$ cat src/rtl/t_stream_feeder_if.sv
// -----------------------------------------------------------------------------
// t_stream_feeder_if
// Upstream stream bundle feeding the Smith-Waterman PE[0] feeder.
//   t_char / t_valid / t_ready        : target symbol stream (2-bit symbols)
//   bnd_v / bnd_f / bnd_valid / bnd_ready : boundary column replayed from the
//                                        last-PE column store
// Modports:
//   master : upstream producer (drives data/valid, sees ready)
//   slave  : the feeder (sees data/valid, drives ready)
// Data width defaults to `V_E_F_Bit (falls back to 16 when param.v is absent).
// -----------------------------------------------------------------------------
`ifndef V_E_F_Bit
`define V_E_F_Bit 16
`endif

interface t_stream_feeder_if #(
  parameter int W = `V_E_F_Bit
);
  logic [1:0]   t_char;
  logic         t_valid;
  logic         t_ready;
  logic [W-1:0] bnd_v;
  logic [W-1:0] bnd_f;
  logic         bnd_valid;
  logic         bnd_ready;

  modport master (
    output t_char, t_valid, bnd_v, bnd_f, bnd_valid,
    input  t_ready, bnd_ready
  );

  modport slave (
    input  t_char, t_valid, bnd_v, bnd_f, bnd_valid,
    output t_ready, bnd_ready
  );
endinterface

$ cat src/rtl/t_stream_feeder.sv
// -----------------------------------------------------------------------------
// t_stream_feeder
// Drives the left-hand input of PE[0] in the Smith-Waterman systolic array.
// Streams one target symbol per cycle together with the boundary column
// (v, v+alpha, f) of that row. On the first pass the boundary is all zeros;
// later passes replay the boundary delivered on the bnd_* stream. A prefetch
// FIFO is primed before streaming starts because the PEs cannot stall.
//
// Ports:
//   clk, rst            clock, asynchronous active-low reset
//   start, t_len,       pass launch (sampled only in IDLE)
//   first_pass
//   up (slave)          upstream symbol + boundary streams
//   minusAlpha          gap-open penalty (two's complement, negative)
//   newLineOut, tOut,   registered outputs to PE[0]
//   vOut, vOut_alpha,
//   fOut, validOut
//   busy, done          status: not idle / one-cycle end-of-pass pulse
//   underrun            sticky, FIFO ran empty while streaming; cleared by start
//   underrun_cnt        (only with TFEED_UNDERRUN_CNT_EN) saturating count of
//                       underrun cycles in the current pass
//
// Optional feature macro: TFEED_UNDERRUN_CNT_EN
// -----------------------------------------------------------------------------
`ifndef V_E_F_Bit
`define V_E_F_Bit 16
`endif

module t_stream_feeder #(
  parameter int FIFO_AW   = 4,
  parameter int T_LEN_BIT = 12
) (
  input  logic                  clk,
  input  logic                  rst,
  input  logic                  start,
  input  logic [T_LEN_BIT-1:0]  t_len,
  input  logic                  first_pass,
  t_stream_feeder_if.slave      up,
  input  logic [`V_E_F_Bit-1:0] minusAlpha,
  output logic                  newLineOut,
  output logic [1:0]            tOut,
  output logic [`V_E_F_Bit-1:0] vOut,
  output logic [`V_E_F_Bit-1:0] vOut_alpha,
  output logic [`V_E_F_Bit-1:0] fOut,
  output logic                  validOut,
  output logic                  busy,
  output logic                  done,
  output logic                  underrun
`ifdef TFEED_UNDERRUN_CNT_EN
  ,
  output logic [T_LEN_BIT-1:0]  underrun_cnt
`endif
);

  localparam int W     = `V_E_F_Bit;
  localparam int DEPTH = 1 << FIFO_AW;
  localparam int EW    = 2 + 2 * W;
  localparam logic [T_LEN_BIT-1:0] DEPTH_T = T_LEN_BIT'(DEPTH);
  localparam logic [FIFO_AW:0]     DEPTH_C = (FIFO_AW + 1)'(DEPTH);

  typedef enum logic [1:0] {
    S_IDLE   = 2'd0,
    S_PRIME  = 2'd1,
    S_STREAM = 2'd2,
    S_DONE   = 2'd3
  } state_e;

  state_e                 state_q, state_d;
  logic [T_LEN_BIT-1:0]   t_len_q, t_len_d;
  logic                   fp_q, fp_d;
  logic [T_LEN_BIT-1:0]   acc_q, acc_d;
  logic [T_LEN_BIT-1:0]   pop_q, pop_d;
  logic [FIFO_AW-1:0]     wr_ptr_q, wr_ptr_d;
  logic [FIFO_AW-1:0]     rd_ptr_q, rd_ptr_d;
  logic [FIFO_AW:0]       count_q, count_d;
  logic                   newline_q, newline_d;
  logic [1:0]             t_q, t_d;
  logic [W-1:0]           v_q, v_d;
  logic [W-1:0]           va_q, va_d;
  logic [W-1:0]           f_q, f_d;
  logic                   valid_q, valid_d;
  logic                   busy_q, busy_d;
  logic                   done_q, done_d;
  logic                   underrun_q, underrun_d;
`ifdef TFEED_UNDERRUN_CNT_EN
  logic [T_LEN_BIT-1:0]   ucnt_q, ucnt_d;
`endif

  logic [EW-1:0]          mem_q [DEPTH];
  logic [EW-1:0]          wdata_s;
  logic [EW-1:0]          rdata_s;
  logic [T_LEN_BIT-1:0]   thresh_s;
  logic                   full_s, empty_s, allow_s, push_s, pop_s;
  logic                   t_ready_s, bnd_ready_s;

  // Handshake decode: a push only happens when every stream the pass needs is
  // valid at once, so neither the symbol nor the boundary is consumed alone.
  always_comb begin
    full_s      = (count_q == DEPTH_C);
    empty_s     = (count_q == '0);
    allow_s     = ((state_q == S_PRIME) || (state_q == S_STREAM)) &&
                  (acc_q < t_len_q) && !full_s;
    pop_s       = (state_q == S_STREAM) && !empty_s;
    wdata_s     = {up.t_char, up.bnd_v, up.bnd_f};
    rdata_s     = mem_q[rd_ptr_q];
    if (t_len_q >= DEPTH_T) begin
      thresh_s = DEPTH_T;
    end else begin
      thresh_s = t_len_q;
    end
    if (fp_q) begin
      t_ready_s   = allow_s;
      bnd_ready_s = 1'b0;
      push_s      = allow_s && up.t_valid;
    end else begin
      t_ready_s   = allow_s && up.bnd_valid;
      bnd_ready_s = allow_s && up.t_valid;
      push_s      = allow_s && up.t_valid && up.bnd_valid;
    end
  end

  assign up.t_ready   = t_ready_s;
  assign up.bnd_ready = bnd_ready_s;

  // Next-state, FIFO bookkeeping and next values of the registered PE outputs.
  always_comb begin
    state_d    = state_q;
    t_len_d    = t_len_q;
    fp_d       = fp_q;
    acc_d      = acc_q;
    pop_d      = pop_q;
    wr_ptr_d   = wr_ptr_q;
    rd_ptr_d   = rd_ptr_q;
    count_d    = count_q;
    newline_d  = 1'b0;
    t_d        = 2'b00;
    v_d        = '0;
    va_d       = '0;
    f_d        = '0;
    valid_d    = 1'b0;
    underrun_d = underrun_q;
`ifdef TFEED_UNDERRUN_CNT_EN
    ucnt_d     = ucnt_q;
`endif

    if (push_s) begin
      wr_ptr_d = wr_ptr_q + FIFO_AW'(1);
      acc_d    = acc_q + T_LEN_BIT'(1);
    end else begin
      wr_ptr_d = wr_ptr_q;
    end
    if (pop_s) begin
      rd_ptr_d = rd_ptr_q + FIFO_AW'(1);
    end else begin
      rd_ptr_d = rd_ptr_q;
    end
    case ({push_s, pop_s})
      2'b10:   count_d = count_q + (FIFO_AW + 1)'(1);
      2'b01:   count_d = count_q - (FIFO_AW + 1)'(1);
      default: count_d = count_q;
    endcase

    case (state_q)
      S_IDLE: begin
        if (start) begin
          t_len_d    = t_len;
          fp_d       = first_pass;
          acc_d      = '0;
          pop_d      = '0;
          wr_ptr_d   = '0;
          rd_ptr_d   = '0;
          count_d    = '0;
          underrun_d = 1'b0;
`ifdef TFEED_UNDERRUN_CNT_EN
          ucnt_d     = '0;
`endif
          if (t_len == '0) begin
            state_d = S_DONE;
          end else begin
            state_d = S_PRIME;
          end
        end else begin
          state_d = S_IDLE;
        end
      end
      S_PRIME: begin
        // Short passes only need the whole pass buffered, long ones a full FIFO.
        if (T_LEN_BIT'(count_q) >= thresh_s) begin
          state_d = S_STREAM;
        end else begin
          state_d = S_PRIME;
        end
      end
      S_STREAM: begin
        if (pop_s) begin
          valid_d   = 1'b1;
          newline_d = (pop_q == '0);
          t_d       = rdata_s[EW-1 -: 2];
          if (fp_q) begin
            v_d = '0;
            f_d = '0;
          end else begin
            v_d = rdata_s[2*W-1 -: W];
            f_d = rdata_s[W-1:0];
          end
          va_d  = v_d + minusAlpha;
          pop_d = pop_q + T_LEN_BIT'(1);
          if ((pop_q + T_LEN_BIT'(1)) == t_len_q) begin
            state_d = S_DONE;
          end else begin
            state_d = S_STREAM;
          end
        end else begin
          // Starved: emit a bubble and hold the pop count so no symbol is lost.
          underrun_d = 1'b1;
`ifdef TFEED_UNDERRUN_CNT_EN
          if (ucnt_q != {T_LEN_BIT{1'b1}}) begin
            ucnt_d = ucnt_q + T_LEN_BIT'(1);
          end else begin
            ucnt_d = ucnt_q;
          end
`endif
        end
      end
      S_DONE: begin
        state_d = S_IDLE;
      end
      default: begin
        state_d = S_IDLE;
      end
    endcase

    busy_d = (state_d != S_IDLE);
    done_d = (state_d == S_DONE);
  end

  // Control and output registers.
  always_ff @(posedge clk or negedge rst) begin
    if (!rst) begin
      state_q    <= S_IDLE;
      t_len_q    <= '0;
      fp_q       <= 1'b0;
      acc_q      <= '0;
      pop_q      <= '0;
      wr_ptr_q   <= '0;
      rd_ptr_q   <= '0;
      count_q    <= '0;
      newline_q  <= 1'b0;
      t_q        <= 2'b00;
      v_q        <= '0;
      va_q       <= '0;
      f_q        <= '0;
      valid_q    <= 1'b0;
      busy_q     <= 1'b0;
      done_q     <= 1'b0;
      underrun_q <= 1'b0;
`ifdef TFEED_UNDERRUN_CNT_EN
      ucnt_q     <= '0;
`endif
    end else begin
      state_q    <= state_d;
      t_len_q    <= t_len_d;
      fp_q       <= fp_d;
      acc_q      <= acc_d;
      pop_q      <= pop_d;
      wr_ptr_q   <= wr_ptr_d;
      rd_ptr_q   <= rd_ptr_d;
      count_q    <= count_d;
      newline_q  <= newline_d;
      t_q        <= t_d;
      v_q        <= v_d;
      va_q       <= va_d;
      f_q        <= f_d;
      valid_q    <= valid_d;
      busy_q     <= busy_d;
      done_q     <= done_d;
      underrun_q <= underrun_d;
`ifdef TFEED_UNDERRUN_CNT_EN
      ucnt_q     <= ucnt_d;
`endif
    end
  end

  // FIFO storage; contents are don't-care while the occupancy count is zero.
  always_ff @(posedge clk) begin
    if (push_s) begin
      mem_q[wr_ptr_q] <= wdata_s;
    end
  end

  assign newLineOut = newline_q;
  assign tOut       = t_q;
  assign vOut       = v_q;
  assign vOut_alpha = va_q;
  assign fOut       = f_q;
  assign validOut   = valid_q;
  assign busy       = busy_q;
  assign done       = done_q;
  assign underrun   = underrun_q;
`ifdef TFEED_UNDERRUN_CNT_EN
  assign underrun_cnt = ucnt_q;
`endif

endmodule
$ cat src/flat_wrapper.sv
// flat-port wrapper written by rule: the top's interface ports become plain ports
module t_stream_feeder_flat 
#(
  parameter int FIFO_AW   = 4,
  parameter int T_LEN_BIT = 12
)
  (clk, rst, start, t_len, first_pass, minusAlpha, newLineOut, tOut, vOut, vOut_alpha, fOut, validOut, busy, done, underrun, up_t_char, up_t_valid, up_bnd_v, up_bnd_f, up_bnd_valid, up_t_ready, up_bnd_ready);
  t_stream_feeder_if up_i ();
  input  logic clk;
  input  logic rst;
  input  logic start;
  input  logic [T_LEN_BIT-1:0] t_len;
  input  logic first_pass;
  input  logic [`V_E_F_Bit-1:0] minusAlpha;
  output logic newLineOut;
  output logic [1:0] tOut;
  output logic [`V_E_F_Bit-1:0] vOut;
  output logic [`V_E_F_Bit-1:0] vOut_alpha;
  output logic [`V_E_F_Bit-1:0] fOut;
  output logic validOut;
  output logic busy;
  output logic done;
  output logic underrun;
  input wire logic [$bits(up_i.t_char)-1:0] up_t_char;
  input wire logic [$bits(up_i.t_valid)-1:0] up_t_valid;
  input wire logic [$bits(up_i.bnd_v)-1:0] up_bnd_v;
  input wire logic [$bits(up_i.bnd_f)-1:0] up_bnd_f;
  input wire logic [$bits(up_i.bnd_valid)-1:0] up_bnd_valid;
  output wire logic [$bits(up_i.t_ready)-1:0] up_t_ready;
  output wire logic [$bits(up_i.bnd_ready)-1:0] up_bnd_ready;
  assign up_i.t_char = up_t_char;
  assign up_i.t_valid = up_t_valid;
  assign up_i.bnd_v = up_bnd_v;
  assign up_i.bnd_f = up_bnd_f;
  assign up_i.bnd_valid = up_bnd_valid;
  assign up_t_ready = up_i.t_ready;
  assign up_bnd_ready = up_i.bnd_ready;
  t_stream_feeder #(.FIFO_AW(FIFO_AW), .T_LEN_BIT(T_LEN_BIT)) u_core (.clk(clk), .rst(rst), .start(start), .t_len(t_len), .first_pass(first_pass), .up(up_i), .minusAlpha(minusAlpha), .newLineOut(newLineOut), .tOut(tOut), .vOut(vOut), .vOut_alpha(vOut_alpha), .fOut(fOut), .validOut(validOut), .busy(busy), .done(done), .underrun(underrun));
endmodule
$ cat config.mk
export PLATFORM = sky130hd
export DESIGN_NAME = t_stream_feeder_flat
export DESIGN_NICKNAME = d
export VERILOG_FILES = /design/src/rtl/t_stream_feeder_if.sv /design/src/rtl/t_stream_feeder.sv /design/src/flat_wrapper.sv
export SDC_FILE = /design/constraint.sdc
export NUM_CORES = 1
export LEC_CHECK = 0
export CAP_MARGIN = 20
export CORE_MARGIN = 2
export CORE_UTILIZATION = 54
export DETAILED_ROUTE_END_ITERATION = 16
export PLACE_DENSITY = 0.75
export REMOVE_ABC_BUFFERS = 1
export SYNTH_ARGS = -nofsm -noshare
export SYNTH_HDL_FRONTEND = slang
export SYNTH_SLANG_ARGS = --single-unit
$ cat constraint.sdc
create_clock -name clk -period 5.8 [get_ports clk]
set_input_delay 0.58 -clock clk [delete_from_list [all_inputs] [get_ports clk]]
set_output_delay 0.58 -clock clk [all_outputs]
set_load 0.02 [all_outputs]
=== Yosys cells after proc, flatten, opt, wreduce, memory -nomap -nowiden ===
Memories as Yosys holds them, arrays and structs flattened.
Index checks and enable logic that the tools add are counted.

* $add $sub $neg: 7
* Order comparisons: 3
* Equal/unequal tests: 11
* Mux-type cells: 46
* Reductions and logical operators: 18

{| class="wikitable"
|+ Operators with widths
! cell !! number
|-
| 16-bit two-way mux || 10
|-
| 12-bit two-way mux || 6
|-
| 12-bit by 1-bit adder with 12-bit output (second input constant) || 2
|-
| 12-bit logical NOT || 2
|-
| 4-bit two-way mux || 6
|-
| 12-bit one-hot mux with 2 select lines || 1
|-
| 16-bit adder || 1
|-
| 12-bit equality test || 1
|-
| 12-bit by 5-bit greater-or-equal comparator with 1-bit output (second input constant) || 1
|-
| 5-bit by 12-bit greater-or-equal comparator with 1-bit output || 1
|-
| 12-bit < comparator || 1
|-
| 1-bit two-way mux || 12
|-
| 2-bit two-way mux || 6
|-
| 5-bit two-way mux || 2
|-
| 5-bit one-hot mux with 2 select lines || 1
|-
| 4-bit by 1-bit adder with 4-bit output (second input constant) || 2
|-
| 2-bit equality test (second input constant) || 4
|-
| 2-bit one-hot mux with 4 select lines || 1
|-
| 1-bit logical AND || 6
|-
| 3-bit AND reduction || 2
|-
| 5-bit by 1-bit adder with 5-bit output (second input constant) || 1
|-
| 5-bit equality test (second input constant) || 1
|-
| 5-bit logical NOT || 1
|-
| 5-bit by 1-bit subtractor with 5-bit output (second input constant) || 1
|-
| other kinds (9) || 13
|}

* Register bits: 107
* Memory bits (writable): 544
* Input bits: 68
* Output and inout bits: 57
* Logic and storage cells: 103
* Memories kept: 1

{| class="wikitable"
|+ Memories
! name !! words !! width !! read ports !! clocked after Yosys merged registers in !! write ports !! line !! text
|-
| u_core.mem_q || 16 || 34 || 1 || 0 || 1 || t_stream_feeder.sv:89 || <nowiki>logic [EW-1:0] mem_q [DEPTH];</nowiki>
|}

=== Logic depth before layout (Yosys ltp) ===
* Depth after elaboration: 11
* Depth in mapped cells: 17
* Depth with buffers taken out: 15

=== Least setup slack after synthesis ===
No wires, ideal clock.

* Path kind: reg2reg
* From: register u_core.acc_q[9]
* To: memory u_core.mem_q[7][0] (netlist bit), enable pin
* Setup time: 511 ps
* Data arrival time: 5,025 ps
* Required time: 5,289 ps
* Slack: 264 ps
* Stages on the path, launching flop included: 10
* Buffers on the path: 2
* Clock period less this slack: 5,536 ps
* Cell sequence: dfrtp_1 > ha_1 > a21o_1 > a21oi_1 > o221ai_2 > nor3b_2 > o21ai_2 > buf_6 > buf_2 > nor4_1

* Longest elaborated chain between the ends: 8

{| class="wikitable"
|+ RTL lines
! item !! line !! text
|-
| start: declaration || t_stream_feeder.sv:71 || <nowiki>logic [T_LEN_BIT-1:0] acc_q, acc_d;</nowiki>
|-
| start signal: assignment || t_stream_feeder.sv:243 || <nowiki>acc_q <= '0;</nowiki>
|-
| start signal: assignment || t_stream_feeder.sv:264 || <nowiki>acc_q <= acc_d;</nowiki>
|-
| 12-bit < comparator * || t_stream_feeder.sv:102 || <nowiki>(acc_q < t_len_q) && !full_s;</nowiki>
|-
| 1-bit logical AND * || t_stream_feeder.sv:101 || <nowiki>allow_s = ((state_q == S_PRIME) || (state_q == S_STREAM)) &&</nowiki>
|-
| 1-bit logical AND * || t_stream_feeder.sv:102 ||
|-
| 1-bit logical AND * || t_stream_feeder.sv:114, t_stream_feeder.sv:118 ||
|-
| 1-bit logical AND || t_stream_feeder.sv:118 || <nowiki>push_s = allow_s && up.t_valid && up.bnd_valid;</nowiki>
|-
| 1-bit two-way mux * || t_stream_feeder.sv:111 || <nowiki>if (fp_q) begin</nowiki>
|-
| 1-bit two-way mux * || t_stream_feeder.sv:286 || <nowiki>if (push_s) begin</nowiki>
|-
| 1-bit two-way mux (implied by the code) * || t_stream_feeder.sv:287 || <nowiki>mem_q[wr_ptr_q] <= wdata_s;</nowiki>
|-
| end: declaration || t_stream_feeder.sv:89 ||
|}

Mark *: on every way between the ends. The rest lies on a longest branch, timed or not.

=== Final worst setup path ===
* From: register u_core.rd_ptr_q[1]
* To: register u_core.va_q[15] (netlist: u_core.vOut_alpha[15])

* Longest elaborated chain between the ends: 7

{| class="wikitable"
|+ RTL lines
! item !! line !! text
|-
| start: declaration || t_stream_feeder.sv:74 || <nowiki>logic [FIFO_AW-1:0] rd_ptr_q, rd_ptr_d;</nowiki>
|-
| start signal: assignment || t_stream_feeder.sv:267 || <nowiki>rd_ptr_q <= rd_ptr_d;</nowiki>
|-
| memory read 16 x 34 bit || -- ||
|-
| 16-bit two-way mux || t_stream_feeder.sv:199 || <nowiki>if (fp_q) begin</nowiki>
|-
| 16-bit two-way mux || t_stream_feeder.sv:195 || <nowiki>if (pop_s) begin</nowiki>
|-
| 16-bit two-way mux || t_stream_feeder.sv:163 || <nowiki>case (state_q)</nowiki>
|-
| 16-bit adder || t_stream_feeder.sv:206 || <nowiki>va_d = v_d + minusAlpha;</nowiki>
|-
| 16-bit two-way mux || t_stream_feeder.sv:195 ||
|-
| 16-bit two-way mux || t_stream_feeder.sv:163 ||
|-
| via u_core.va_d[15] || t_stream_feeder.sv:79 || <nowiki>logic [W-1:0] va_q, va_d;</nowiki>
|-
| end signal: assignment || t_stream_feeder.sv:272 || <nowiki>va_q <= va_d;</nowiki>
|-
| end: declaration || t_stream_feeder.sv:79 ||
|}

The timed path passes the listed nets, and every way through them passes these cells. The select of a mux whose other input is x is not followed.
A chain may end at the register's enable or synchronous reset.

==> impl_metrics.csv <==
group,metric,value,unit
logic_synthesis,synth.distinct_cells,68,
timing,rsz0062_at_grt,"false",
placed_design,io_buffers,124,
clock_tree,post_cts.repair.setup_buffers,0,
placed_design,dp_slack,1.59,ns
logic_synthesis,synth_seq_area_share,71.4,%
timing,post-route-min-period,4.21,ns
timing,fin_tns_setup,0,ns
die,rows,81,
grt,gr-total-overflow,0,
timing,maxSlewHeadroom,26.8,%
setup_path,crit_path_end_kind,"flip-flop",
die,coreArea,0.0488,mm2
logic_synthesis,syn_area,0.0266,mm2
drt,vias_per_cell,6.04,
logic_synthesis,synth_top_area_share,61.3,%
logic_synthesis,syn_inst,1450,
logic_synthesis,synth_ff_type,"edfxtp_1",
clock_tree,cts_resized,0,
clock_tree,worstSkewPairLatency,0.60,ns
logic_synthesis,async_flop_share,16.4,%
grt,antenna_found_initial,3,
die,initial_core_util,54.5,%
clock_tree,cts_buffers,66,
clock_tree,clk_pin_slew,0.06,ns
setup_path,required,6.26,ns
timing,setup_viol,0,
clock_tree,cts_tree,"done",
timing,finClkSkew,0.0165,ns
finish,nets,1717,
power_and_ir_drop,ir_drop,325,uV
logic_synthesis,avgSynthCellArea,18.4,um2
die,ios,125,
timing,hold_violations,0,
run,cap_violations,0,
placed_design,hpwl,33100,um
drt,wl,57800,um
drt,dr.first_iter.drc_count,1347,
timing,period_share,72.6,%
power_and_ir_drop,p_per_area,425,mW/mm2
finish,final_cell_area,0.0307,mm2
drt,drc,0,
drt,wl_per_cell,24.9,um
finish,final_cells,2318,
finish,utilization,62.9,%
drt,drt.antenna.violating_nets,0,
finish,drive_above_1_share,18.9,%
clock_tree,h-tree-depth,3,
timing,fin_hold_ws,0.539,ns
power_and_ir_drop,p_leak,10.3,nW
timing,slew_violations,0,
power_and_ir_drop,power,13.1,mW
setup_path,crit_type,"flip-flop to flip-flop",
grt,grt_first_pass_wirelength,87800,um
clock_tree,cts_hold_buf,1,
logic_synthesis,synth_edf_count,544,
timing,fin_ws,1.59,ns
timing,fmax,238,MHz
outcome,status,"completed",
placed_design,globalplace.congestion,0.863,
die,die_w,226,um
clock_tree,cts_root_buffer,"clkbuf_16",
drt,dr_total_vias,14000,
finish,area_delta_synth_final,15.4,%
drt,first_pass_iters,5,
placed_design,numPlacedInstances,2198,
setup_path,cp_max_fo,67,
logic_synthesis,synthTopCellsByArea,"edfxtp_1 61%, mux4_2 13%, dfrtp_1 10%",
grt,grt_pass1_vias,14300,
setup_path,crit_arrival,4.67,ns
grt,grt_max_degree,71,
finish,n_antenna_cell,0,
logic_synthesis,yosysWarningCount,0,
grt,grt_usage,23.5,%
die,die_y,226,um
timing,worst_slew_pin_slew,1.09,ns
clock_tree,cts_sinks,651,
logic_synthesis,ys_seq_elements,651,
hold_path,holdCritPathClass,"primary input to async pin",
setup_path,start_kind,"flip-flop",
die,fp.dieArea,0.0511,mm2
logic_synthesis,synth_top_cell_by_area,"edfxtp_1",
placed_design,post_dp_cell_area,0.0287,mm2
clock_tree,cts_buffer_depth,3,
report_power, final:
| group | internal (mW) | switching, mW | leakage (nW) |
|---|---|---|---|
| Combinational | 1.58 | 1.70 | 2.94 |
| Clock | 2.35 | 1.73 | 0.986 |
| Sequential | 5.39 | 0.314 | 6.34 |
worst paths after layout:
kind	end	slack, ns	cells past startpoint	from
max	u_core.vOut_alpha[15]	1.59	12	u_core.rd_ptr_q[1]
min	u_core.vOut[2]	0.54	2	rst
max reg2reg	u_core.vOut_alpha[15]	1.59	12	u_core.rd_ptr_q[1]
min reg2reg	u_core.pop_q[11]	0.54	1	u_core.pop_q[11]
max in group asynchronous	u_core.fOut[1]	3.93	3	rst
min in group clk	u_core.pop_q[11]	0.54	1	u_core.pop_q[11]
critical path, stage by stage (launching register included):
cell,delay [ns]
dfrtp_4,1.07
buf_4,0.76
mux4_2,0.33
nor2b_1,0.13
a211oi_1,0.06
a211oi_1,0.55
ha_1,0.39
o21ai_0,0.11
a21oi_1,0.10
a21oi_1,0.18
a21oi_1,0.08
xnor2_1,0.18
nor2_1,0.06
state kept, by name, summed over array words and instances, names as in the netlist:
name / flops
u_core.mem_q: 544
u_core.fOut: 16
u_core.vOut: 16
u_core.vOut_alpha: 16
u_core.acc_q: 12
u_core.pop_q: 12
u_core.t_len_q: 12
u_core.count_q: 5
u_core.rd_ptr_q: 4
u_core.wr_ptr_q: 4
u_core.state_q: 2
u_core.tOut: 2
u_core.busy: 1
u_core.done: 1
u_core.fp_q: 1
u_core.newLineOut: 1
u_core.underrun: 1
u_core.validOut: 1
synthesized netlist by cell type, types with 17 or more instances:
library cell / count
xnor2_1: 19
mux4_2: 155
buf_2: 25
o21ai_0: 30
nand2_1: 51
a211oi_1: 31
a21oi_1: 36
edfxtp_1: 544
nor2b_1: 35
xor2_1: 17
clkbuf_1: 28
nand3_1: 26
nor2_1: 52
and2_1: 21
dfrtp_1: 107
inv_1: 34
ha_1: 45
mux2i_1: 18
cells in the final DEF (no fill, tap or decap), drive strengths merged, types with 18 or more instances in the layout:
master / instances
a211oi: 32
a21oi: 37
and2: 21
buf: 34
clkbuf: 93
clkdlybuf4s50: 123
dfrtp: 107
edfxtp: 544
ha: 45
inv: 40
mux2i: 18
mux4: 155
nand2: 52
nand3: 27
nor2: 53
nor2b: 35
o21ai: 48
xnor2: 19
routing by layer:
metal,wire length (um),part of all wire [%],global-route usage [%]
met5,47,0.081,0
met4,1050,1.8,6.07
met3,3770,6.5,5.07
met2,28500,49,37.5
met1,24400,42,33.4
layout make-up:
| type | count | area (um2) |
|---|---|---|
| Multi-Input combinational cell | 691 | 7200 |
| Clock buffer | 93 | 1780 |
| Sequential cell | 651 | 19000 |
| Tap cell | 664 | 831 |
| Inverter | 35 | 131 |
| Clock inverter | 26 | 277 |
| Fill cell | 3411 | 18100 |
| Timing Repair Buffer | 158 | 1500 |
cells by family (layout without fill, tap and decap cells):
group	count (synthesis)	count (layout)	share of synthesized area [%]
flip-flops	651	651	71.4
AND/OR/NAND/NOR	268	268	5.48
multiplexers	174	174	13.8
AO/OA/AOI/OAI	167	167	4.06
buffers and inverters	108	312	1.88
adder cells (fa/ha/maj)	46	46	2.19
XOR/XNOR	36	36	1.18
No activity file was read; power rests on OpenSTA's default activity.
